$ cat config.mk
export PLATFORM = sky130hd
export DESIGN_NAME = ring_router_vc
export DESIGN_NICKNAME = d
export VERILOG_FILES = /design/src/rtl/ring_router_vc.sv
export SDC_FILE = /design/constraint.sdc
export NUM_CORES = 2
export LEC_CHECK = 0
export ABC_AREA = 0
export CORE_MARGIN = 3
export CORE_UTILIZATION = 44
export CTS_BUF_LIST = sky130_fd_sc_hd__clkbuf_16
export CTS_CLUSTER_SIZE = 10
export DETAILED_ROUTE_END_ITERATION = 10
export HOLD_SLACK_MARGIN = 0.12
export PLACE_DENSITY = 0.73
export SLEW_MARGIN = 25
export SYNTH_ARGS = -nofsm -noshare
export SYNTH_HDL_FRONTEND = slang
export SYNTH_SLANG_ARGS = --single-unit
$ cat constraint.sdc
create_clock -name clk -period 5.75 [get_ports clk]
set_input_delay 0.575 -clock clk [delete_from_list [all_inputs] [get_ports clk]]
set_output_delay 0.575 -clock clk [all_outputs]
set_load 0.1 [all_outputs]
$ cat src/rtl/ring_router_vc.sv
// Three-port (cw, ccw, pe) ring router with two single-entry VCs per input and output.
// Link handshakes use VC[polarity]; the internal switch uses VC[~polarity].
module ring_router_vc #(
    parameter int unsigned DATA_W  = 64,
    parameter int unsigned DIR_BIT = 30,
    parameter int unsigned HOP_LSB = 18,
    parameter int unsigned HOP_W   = 8
) (
    input  logic              clk,
    input  logic              reset,
    output logic              polarity,

    input  logic              cwsi,
    output logic              cwri,
    input  logic [DATA_W-1:0] cwdi,
    input  logic              ccwsi,
    output logic              ccwri,
    input  logic [DATA_W-1:0] ccwdi,
    input  logic              pesi,
    output logic              peri,
    input  logic [DATA_W-1:0] pedi,

    output logic              cwso,
    input  logic              cwro,
    output logic [DATA_W-1:0] cwdo,
    output logic              ccwso,
    input  logic              ccwro,
    output logic [DATA_W-1:0] ccwdo,
    output logic              peso,
    input  logic              pero,
    output logic [DATA_W-1:0] pedo
);

    // Port indices shared by inputs and outputs.
    localparam logic [1:0] PortCw  = 2'd0;
    localparam logic [1:0] PortCcw = 2'd1;
    localparam logic [1:0] PortPe  = 2'd2;

    logic              polarity_q;
    logic              in_full_q  [3][2];
    logic [DATA_W-1:0] in_data_q  [3][2];
    logic              out_full_q [3][2];
    logic [DATA_W-1:0] out_data_q [3][2];
    logic              rr_q       [3][2];

    logic              p;
    logic              v;
    logic [2:0]        si;
    logic [2:0]        ri;
    logic [2:0]        ro;
    logic [2:0]        so;
    logic [DATA_W-1:0] di         [3];
    logic [DATA_W-1:0] dout       [3];

    logic [DATA_W-1:0] in_v       [3];
    logic [DATA_W-1:0] mv_data    [3];
    logic [1:0]        dest       [3];
    logic [2:0]        want       [3];
    logic [2:0]        a_req;
    logic [2:0]        b_req;
    logic [1:0]        a_idx      [3];
    logic [1:0]        b_idx      [3];
    logic [2:0]        gnt;
    logic [1:0]        src        [3];
    logic [2:0]        rr_nxt;
    logic [2:0]        in_clr;

    assign p = polarity_q;
    assign v = ~polarity_q;
    assign polarity = polarity_q;

    assign si    = {pesi, ccwsi, cwsi};
    assign ro    = {pero, ccwro, cwro};
    assign di[0] = cwdi;
    assign di[1] = ccwdi;
    assign di[2] = pedi;

    assign cwri  = ri[0];
    assign ccwri = ri[1];
    assign peri  = ri[2];
    assign cwso  = so[0];
    assign ccwso = so[1];
    assign peso  = so[2];
    assign cwdo  = dout[0];
    assign ccwdo = dout[1];
    assign pedo  = dout[2];

    function automatic logic [DATA_W-1:0] shift_hop(input logic [DATA_W-1:0] d);
        logic [HOP_W-1:0] hop;
        logic [DATA_W-1:0] r;
        r   = d;
        hop = d[HOP_LSB +: HOP_W];
        r[HOP_LSB +: HOP_W] = hop >> 1;
        return r;
    endfunction

    // Link side: handshakes on VC[polarity].
    always_comb begin
        for (int x = 0; x < 3; x++) begin
            ri[x]   = ~in_full_q[x][p];
            so[x]   = out_full_q[x][p] & ro[x];
            dout[x] = out_full_q[x][p] ? out_data_q[x][p] : '0;
        end
    end

    // Route decode for the switch-side VC of each input.
    always_comb begin
        for (int x = 0; x < 3; x++) begin
            in_v[x]    = in_data_q[x][v];
            mv_data[x] = in_v[x];
            dest[x]    = in_v[x][DIR_BIT] ? PortCcw : PortCw;
            if (x != 2) begin
                if (!in_v[x][HOP_LSB]) begin
                    dest[x] = PortPe;
                end else begin
                    mv_data[x] = shift_hop(in_v[x]);
                end
            end
            for (int y = 0; y < 3; y++) begin
                want[x][y] = in_full_q[x][v] && (dest[x] == 2'(y));
            end
        end
    end

    // Ring outputs pair a single "ring" requester (own-direction input first) with pe.
    always_comb begin
        a_req[0] = want[0][0] | want[1][0];
        a_idx[0] = want[0][0] ? PortCw : PortCcw;
        b_req[0] = want[2][0];
        b_idx[0] = PortPe;
        a_req[1] = want[1][1] | want[0][1];
        a_idx[1] = want[1][1] ? PortCcw : PortCw;
        b_req[1] = want[2][1];
        b_idx[1] = PortPe;
        a_req[2] = want[0][2];
        a_idx[2] = PortCw;
        b_req[2] = want[1][2];
        b_idx[2] = PortCcw;
    end

    always_comb begin
        gnt    = '0;
        in_clr = '0;
        for (int y = 0; y < 3; y++) begin
            src[y]    = a_idx[y];
            rr_nxt[y] = rr_q[y][v];
            if (!out_full_q[y][v]) begin
                if (a_req[y] && b_req[y]) begin
                    gnt[y]    = 1'b1;
                    src[y]    = rr_q[y][v] ? b_idx[y] : a_idx[y];
                    rr_nxt[y] = ~rr_q[y][v];
                end else if (a_req[y]) begin
                    gnt[y] = 1'b1;
                    src[y] = a_idx[y];
                end else if (b_req[y]) begin
                    gnt[y] = 1'b1;
                    src[y] = b_idx[y];
                end
            end
        end
        for (int x = 0; x < 3; x++) begin
            for (int y = 0; y < 3; y++) begin
                if (gnt[y] && (src[y] == 2'(x))) begin
                    in_clr[x] = 1'b1;
                end
            end
        end
    end

    always_ff @(posedge clk or negedge reset) begin
        if (!reset) begin
            polarity_q <= 1'b0;
            for (int x = 0; x < 3; x++) begin
                for (int c = 0; c < 2; c++) begin
                    in_full_q[x][c]  <= 1'b0;
                    in_data_q[x][c]  <= '0;
                    out_full_q[x][c] <= 1'b0;
                    out_data_q[x][c] <= '0;
                    rr_q[x][c]       <= 1'b0;
                end
            end
        end else begin
            polarity_q <= ~polarity_q;
            for (int x = 0; x < 3; x++) begin
                if (si[x] && ri[x]) begin
                    in_full_q[x][p] <= 1'b1;
                    in_data_q[x][p] <= di[x];
                end
                if (in_clr[x]) begin
                    in_full_q[x][v] <= 1'b0;
                end
                if (so[x]) begin
                    out_full_q[x][p] <= 1'b0;
                end
                if (gnt[x]) begin
                    out_full_q[x][v] <= 1'b1;
                    out_data_q[x][v] <= mv_data[src[x]];
                    rr_q[x][v]       <= rr_nxt[x];
                end
            end
        end
    end

endmodule

==> metrics <==
status finished, final reports clean; Initial DRT Pass Iterations 8; required time worst endpoint 5180 ps; Mapped Avg Cell Area between 10 and 15 um^2; Antenna Violating Nets Remaining 0; M3 GR Usage 0.0514; leakage 20.9 nW; gr busiest metal met2; Rows 107; die height between 200 and 300 um; Fin Hold WS 461 ps; Logic pwr share 0.524; most frequent cells in the layout dfrtp_1 (786), mux2_2 (444), clkdlybuf4s50_1 (394); total number of vias ~28k; CTS Sinks 787; Clock power frac 0.165; worst endpoint data arrival time 4020 ps; Final Slew Violations 0; CTS Buffer Depth 3; Power Dens Cells 688 nW/um^2; gr usage total 0.252; clk root buf clkbuf_16; CP peak stage delay 1140 ps; Peak VDD IR 0.714 mV; drt via density roughly 5.7; H-tree levels 3; total power draw 0.0311 W; Starting Density 0.445; RSZ-0062 raised after global routing no; most common cell after layout, fill and taps aside dfrtp_1; number of global-route vias before repair 28.7k; largest net degree at the start of global routing 165; CTS tree built; Wirelength per Cell 23.2 um; met2 Usage GRT 0.403; clk slew on worst S/H paths 60 ps; share of cells above drive strength 1 0.183; GPL Wtd Cong 0.792; Yosys reg bits 787; Max Cap Violations 0; Sequential Power Share 0.311; Inserted Clock Buffers between 90 and 100; critical path buffer and inverter count 3; I/O Buffers 398; final worst-path cycle share 0.799; worst slew pin tran 1060 ps; switching part of the total 0.487; Clock Skew 32.7 ps; Post-Syn Instances 3498; Mapped Area 37900 um^2; Startpoint Class flop; Hold Vio Cnt, Final 0; # IOs 399; CP max stage cell clkdlybuf4s50_1; Seq/Total Area, Yosys 0.519; Total Routed Length 114000 um; GRT overflow 0; CP cell instances buf_12 -> buf_4 -> mux2i_1 -> nor2_1 -> clkdlybuf4s50_1; Final setup viols 0; worst skew pair latency 640 ps; kind of cell adding the most delay to the critical path buffers and inverters; Cells after DPL just under 5k; Design Area, Final 45200 um^2; met1 Use GR 0.335; post-layout min period 4590 ps; Synthesis Warnings 0; Achievable Freq 218 MHz; DP Area 42600 um^2; setup TNS 0 ps; Mapped Nets around 3.7k; Post-synth EDFFs 0; dpl hpwl 73900 um; Primary FF master, synth dfrtp_1; Die W about 300 um; first-pass GRT wire length 174000 um; library cells used by synthesis 66; Area Overhead vs Synth 19.0%; Hold Path Class reg2reg; Post-Layout Cell Count 4941; Slew Limit Headroom 0.294; sw power 0.0151 W; crit end category primary output; DRC errors left 0; drt first-iter violations 2438; Core ar. 85300 um^2; internal power about 0.016 W; # nets final 3966; initial antenna violation count 5; Die ar. 89800 um^2; fraction of registers with async set/reset 1.00; Crit Path Class reg2out; CP Max Fanout 92; post_cts resized 0
## kinds of logic (layout without fill, tap and decap cells)
logic type	after synthesis	after routing	share of synthesized area
AOI/OAI and AO/OA	760	760	0.128
xor gates and xnor gates	4	4	0.000923
buffers and inverters	350	645	0.0448
DFF	787	787	0.519
muxes	779	779	0.220
other	0	4	0
and+or+nand+nor	818	818	0.0870
## timing repair
action / in CTS / in global routing
setup buffers: 0 / 0
endpoints found under the hold margin: 91 / 0
hold buffers: 1 / 0
## power groups by stage
stage | logic, W | clock network (W) | registers (W)
after global routing | 0.0173 | 0.00546 | 0.00996
final | 0.0163 | 0.00514 | 0.00965
after CTS | 0.0163 | 0.00523 | 0.00962
after global placement | 0.0159 | 0 | 0.00957
after floorplan | 0.0122 | 0 | 0.00922
after detailed placement | 0.0162 | 0 | 0.00970
## worst register-to-register path, delay by kind of cell (launching register included)
| kind | cells | cell delay (ps) |
|---|---|---|
| compound gates | 4 | 1250 |
| mux | 1 | 360 |
| flops | 1 | 570 |
| buf+inv | 3 | 1460 |
## metal layers
metal | vias to the layer above | wire (um)
met3 | 220 | 8430
met4 | 2 | 4250
met2 | 1102 | 53600
met1 | 14200 | 48200
met5 | - | 10
li1 | 12800 | -
## sequential cells by signal, indices dropped and copies added (netlist names)
signal and flops:
in_full_q 6, rr_q 6, in_data_q 384, out_data_q 384, polarity 1, out_full_q 6
## through the flow
step           utilization  setup WS, ps
2_1_floorplan            -          1320
3_3_place_gp         0.499          1790
3_5_place_dp         0.499          1770
4_1_cts              0.529          1100
5_1_grt              0.529           989
6_report             0.529          1160
## cells in the mapped netlist, types with 2 or more instances
cell	number	area [um^2]
o22ai_1	3	18.8
nor2b_1	16	100
mux2_2	444	5000
a311oi_1	6	52.6
o211ai_1	56	420
o32ai_1	3	26.3
nand2_1	395	1480
a22o_1	6	52.6
o21a_1	4	30.0
xnor2_1	4	35.0
a32o_1	2	20.0
a21oi_1	139	696
dfrtp_1	787	19700
buf_2	120	601
buf_6	9	101
a222oi_1	6	60.1
nor3_1	56	280
o22a_1	2	17.5
o21ai_1	90	450
clkbuf_1	94	353
nor2_2	2	12.5
a211oi_1	12	90.1
a21oi_2	3	26.3
a21o_1	2	15.0
mux2i_1	333	3330
nand3_2	2	20.0
a311oi_2	49	736
and2_1	5	31.3
o31ai_1	58	435
and3_1	3	18.8
nand3_1	8	40.0
buf_4	45	338
buf_1	11	41.3
inv_1	69	259
nand2b_1	3	18.8
o21ai_0	302	1510
nor2_1	319	1200
a22oi_1	2	15.0
## worst paths after layout
| check | from | to | slack (ps) | depth (start not counted) |
|---|---|---|---|---|
| setup / recovery | polarity$_DFF_PN0_ | pedo[34] | 1160 | 5 |
| hold / removal | out_data_q[222]$_DFFE_PN0P_ | out_data_q[222]$_DFFE_PN0P_ | 460 | 1 |
| setup reg to reg | polarity$_DFF_PN0_ | out_data_q[358]$_DFFE_PN0P_ | 1900 | 8 |
| hold reg to reg | out_data_q[222]$_DFFE_PN0P_ | out_data_q[222]$_DFFE_PN0P_ | 460 | 1 |
| max in group asynchronous | reset | in_data_q[122]$_DFFE_PN0P_ | 3580 | 4 |
| min in group asynchronous | reset | in_data_q[261]$_DFFE_PN0P_ | 580 | 2 |
## final cells by class
cell class	count	area, um^2
fillers	7502	40100
well taps	1144	1430
diodes	4	10.0
repair buffers	454	4480
flip-flops and latches	787	19700
clock buffers	95	2380
inverters	71	267
clock inverters	25	165
multi-input cells	2361	16700
(Power assumes the default switching activity.)
